## src/rtl/mips_encode.sv

```systemverilog
// ============================================================================
// Module      : mips_encode
// Description : Assembles 32-bit MIPS R/I-type arithmetic words from ALU
//               control fields and queues them in a valid/ready FIFO.
//               Optional macro MIPS_ENCODE_ERRCNT_EN adds a saturating
//               err_count output counting dropped illegal requests.
// Revision    : 1.0 - initial release
// ============================================================================
`default_nettype none

module mips_encode #(
   parameter int DEPTH = 4,
   parameter int AW    = 2
) (
   input  logic          clk,
   input  logic          reset,
   input  logic          in_valid,
   output logic          in_ready,
   input  logic [2:0]    alu_op,
   input  logic          imm_form,
   input  logic [4:0]    rs,
   input  logic [4:0]    rt,
   input  logic [4:0]    rd,
   input  logic [15:0]   imm16,
   output logic          out_valid,
   input  logic          out_ready,
   output logic [31:0]   out_instr,
   output logic          err,
   output logic [AW:0]   count
`ifdef MIPS_ENCODE_ERRCNT_EN
   ,
   output logic [7:0]    err_count
`endif
);

   localparam logic [AW:0]   c_full    = (AW+1)'(DEPTH);
   localparam logic [AW:0]   c_cnt_one = (AW+1)'(1);
   localparam logic [AW-1:0] c_ptr_one = AW'(1);

   logic [31:0]   r_mem [DEPTH];
   logic [AW-1:0] r_wr_ptr;
   logic [AW-1:0] r_rd_ptr;
   logic [AW:0]   r_count;
   logic          r_err;

   logic          w_legal;
   logic [5:0]    w_funct;
   logic [5:0]    w_opcode;
   logic [31:0]   w_word;
   logic          w_accept;
   logic          w_push;
   logic          w_pop;

   // sub and nor have no immediate form; opcode stays 0 for them and is unused
   always_comb begin
      w_legal  = 1'b1;
      w_funct  = 6'h00;
      w_opcode = 6'h00;
      case (alu_op)
         3'b010: begin w_funct = 6'h20; w_opcode = 6'h08; end
         3'b011: begin w_funct = 6'h22; w_legal  = ~imm_form; end
         3'b100: begin w_funct = 6'h24; w_opcode = 6'h0C; end
         3'b101: begin w_funct = 6'h25; w_opcode = 6'h0D; end
         3'b110: begin w_funct = 6'h27; w_legal  = ~imm_form; end
         3'b111: begin w_funct = 6'h26; w_opcode = 6'h0E; end
         default: w_legal = 1'b0;
      endcase
      w_word = imm_form ? {w_opcode, rs, rt, imm16}
                        : {6'h00, rs, rt, rd, 5'h00, w_funct};
   end

   assign in_ready  = (r_count != c_full);
   assign out_valid = (r_count != '0);
   assign out_instr = r_mem[r_rd_ptr];
   assign count     = r_count;
   assign err       = r_err;

   assign w_accept = in_valid & in_ready;
   assign w_push   = w_accept & w_legal;
   assign w_pop    = out_valid & out_ready;

   always_ff @(posedge clk or negedge reset) begin
      if (!reset) begin
         for (int i = 0; i < DEPTH; i++) begin
            r_mem[i] <= 32'h0;
         end
         r_wr_ptr <= '0;
         r_rd_ptr <= '0;
         r_count  <= '0;
         r_err    <= 1'b0;
      end else begin
         r_err <= w_accept & ~w_legal;
         if (w_push) begin
            r_mem[r_wr_ptr] <= w_word;
            r_wr_ptr        <= r_wr_ptr + c_ptr_one;
         end
         if (w_pop) begin
            r_rd_ptr <= r_rd_ptr + c_ptr_one;
         end
         case ({w_push, w_pop})
            2'b10:   r_count <= r_count + c_cnt_one;
            2'b01:   r_count <= r_count - c_cnt_one;
            default: r_count <= r_count;
         endcase
      end
   end

`ifdef MIPS_ENCODE_ERRCNT_EN
   logic [7:0] r_err_count;

   always_ff @(posedge clk or negedge reset) begin
      if (!reset) begin
         r_err_count <= 8'h00;
      end else if (w_accept && !w_legal && r_err_count != 8'hFF) begin
         r_err_count <= r_err_count + 8'h01;
      end
   end

   assign err_count = r_err_count;
`endif

endmodule

`default_nettype wire
```

## config.mk

```make
export PLATFORM = sky130hd
export DESIGN_NAME = mips_encode
export DESIGN_NICKNAME = d
export VERILOG_FILES = /design/src/rtl/mips_encode.sv
export SDC_FILE = /design/constraint.sdc
export NUM_CORES = 1
export LEC_CHECK = 0
export ABC_AREA = 1
export CAP_MARGIN = 20
export CORE_MARGIN = 5
export CORE_UTILIZATION = 61
export DETAILED_ROUTE_END_ITERATION = 6
export PLACE_DENSITY = 0.86
export SKIP_CTS_REPAIR_TIMING = 1
export SLEW_MARGIN = 20
export SYNTH_ARGS = -nofsm -noshare
export SYNTH_HDL_FRONTEND = slang
export SYNTH_SLANG_ARGS = --single-unit
```

## constraint.sdc

```tcl
create_clock -name clk -period 3.8 [get_ports clk]
set_input_delay 0.95 -clock clk [delete_from_list [all_inputs] [get_ports clk]]
set_output_delay 0.95 -clock clk [all_outputs]
set_load 0.05 [all_outputs]
```

==> results.py <==
metrics = {
    "finish": {
        "layout-drive-gt1-share_pct": 10.37,
        "diodes": 0,
        "area_delta_synth_final_pct": 18.81,
        "layout_common_cells": "nand2_1, dfrtp_1, nand4_1",
        "n_fill_cell": 753,
        "fin_nets": 903,
        "final_common_cell": "nand2_1",
        "fin_util_pct": 74.53,
    },
    "clock_network": {
        "cts_tree": "yes",
        "cts_buffer_depth": 2,
        "cts_inserted_buffers": 17,
        "cts.sinks": 128,
        "clock_latency_ps": 540,
        "cts_root_buf": "clkbuf_8",
        "htree_levels": 4,
        "path_clk_slew_ps": 60,
    },
    "timing": {
        "skew_ps": 7.325,
        "fin_ws_ps": 584.3,
        "finalMaxSlewViolations": 0,
        "tns_ps": 0,
        "worst_slew_pin_slew_ps": 1037,
        "setup_viol": 0,
        "report.final.hold_viol_count": 0,
        "finalWorstPathRequiredPeriod_ps": 3216,
        "rsz0062_at_grt": "no",
        "max_freq_ghz": 0.3110,
        "fin_crit_sh_pct": 84.62,
        "slew_headroom_pct": 30.85,
    },
    "run_status": {
        "violations": "DRC",
        "status": "finished with violations",
    },
    "worst_setup_path": {
        "reg2reg_setup_slack_ps": 1680,
        "start_kind": "flip-flop",
        "cp_max_fo": 20,
        "arrival_ps": 2270,
        "reg2reg_depth": 11,
        "cp.required_ps": 2850,
        "critPathKind": "flip-flop to primary output",
        "cp-end-kind": "primary output",
    },
    "power": {
        "switching_share_pct": 47.71,
        "p_switching_uw": 3848,
        "total_power_uw": 8065,
        "clock_power_share_pct": 20.6,
        "ir_worst_vdd_mv": 0.7265,
        "powerDensity_nw_per_um2": 1044,
        "p_int_uw": 4218,
        "p_leak_uw": 0.003942,
        "power_frac_seq_pct": 28.4,
        "combPwrFrac_pct": 51.0,
    },
    "grt": {
        "grt_usage_pct": 30.59,
        "antenna_found_initial": 0,
        "grt-ovfl-total": 0,
        "grt_max_degree": 128,
        "grt_first_pass_wirelength_mm": 31.24,
        "first_global_vias": 6248,
    },
    "routing": {
        "first_iter_violations": 924,
        "drc": 4,
        "drt-wirelength-per-cell_um": 18.98,
        "vias_per_cell": 6.348,
        "first_pass_iters": 7,
        "via_count": 6373,
        "routed_wl_mm": 19.06,
        "ant_nets": 0,
    },
    "min_path": {
        "hold_path_class": "flip-flop to flip-flop",
        "hold_depth": 2,
    },
    "flow_run": {
        "maxCapViolations": 0,
    },
    "synthesis": {
        "synth_top_area_share_pct": 49.24,
        "syn-cell-area_um2": 6505,
        "yosys_warnings": 0,
        "avgSynthCellArea_um2": 7.972,
        "seq_area_frac_synth_pct": 49.24,
        "synth_cells": 816,
        "ys_types": 22,
        "synth_area_leader_cell": "dfrtp_1",
        "synth_area_leaders": "dfrtp_1, nand2_1, nand4_1",
        "ys_ff_latch": 128,
    },
    "placed_design": {
        "dp_worst_setup_slack_ps": 579.0,
        "dp_hpwl_mm": 10.79,
        "gp_congestion": 0.8920,
        "portBuffers": 74,
    },
    "die": {
        "core_area_um2": 10370,
        "initial_core_util_pct": 62.73,
        "die_h_um": 113.3,
        "dieArea_um2": 12830,
        "fp.dieW_um": 113.3,
        "num_rows": 37,
        "num_io_pins": 77,
    },
}
[Yosys cell counts (all sizes together)]
cell / n
a21oi: 2
buf: 44
clkbuf: 31
clkinv: 1
conb: 1
dfrtp: 128
fa: 1
ha: 5
inv: 20
nand2: 289
nand3: 10
nand4: 120
nor2: 66
nor3: 2
o21ai: 63
o22ai: 30
xnor2: 1
xor2: 2
[layer usage]
metal / GRT usage [%] / routed length, um / vias to the layer above
met5: 0 / 0 / -
met4: 13.86 / 514 / 0
met3: 7.807 / 2060 / 66
met2: 48.85 / 9194 / 446
met1: 39.38 / 7287 / 3021
li1: - / - / 2840
[worst max-delay path, cell delays in order, from the launching register on]
cell and delay, ps:
dfrtp_1 390, inv_1 290, buf_4 340, o21ai_0 160
o22ai_1 280, buf_4 270
[through the flow]
stage,instances,area (um2),hold WS [ps]
2_1_floorplan,817,6509,436.6
3_3_place_gp,974,7113,448.0
3_5_place_dp,974,7113,453.1
4_1_cts,1003,7701,467.4
5_1_grt,1004,7729,480.1
6_report,1004,7729,466.4
[cell type report]
cell class / instances / area, um2 / share of cell area [%]
tap: 136 / 170.2 / 2.202
sequential: 128 / 3204 / 41.46
clock buffer: 22 / 452.9 / 5.860
multi-input combinational: 593 / 2805 / 36.30
timing repair buffer: 97 / 880.8 / 11.40
clock inverter: 7 / 135.1 / 1.748
inverter: 21 / 80.08 / 1.036
[flip-flops by register name, indices dropped and copies added (netlist names)]
name and count:
r_mem 120, count 3, r_rd_ptr 2, r_wr_ptr 2
err 1
[cell families (layout without fill, tap and decap cells)]
logic type,count (synthesis),count (layout),synth area share (%)
compound gates,95,95,7.886
fa+ha+maj,6,6,1.269
buf+inv,96,147,7.809
other cells,1,2,0.05765
flops,128,128,49.24
simple gates,487,487,33.33
xor+xnor,3,3,0.4040
[power by group through the flow]
stage / clock network, uW / logic (uW) / registers (uW)
3_5_place_dp: 0 / 4010 / 2280
5_1_grt: 1730 / 4390 / 2350
4_1_cts: 1660 / 4040 / 2270
2_1_floorplan: 0 / 2830 / 2260
6_report: 1660 / 4110 / 2290
3_3_place_gp: 0 / 3920 / 2250
[worst paths after layout]
kind	start	to
max	r_rd_ptr[1]	out_instr[1]
min	r_mem[54]	r_mem[54]
max reg2reg	count[1]	count[2]
min reg2reg	r_mem[54]	r_mem[54]
max in group asynchronous	reset	r_mem[101]
min in group asynchronous	reset	r_mem[116]
(Power assumes the default switching activity.)
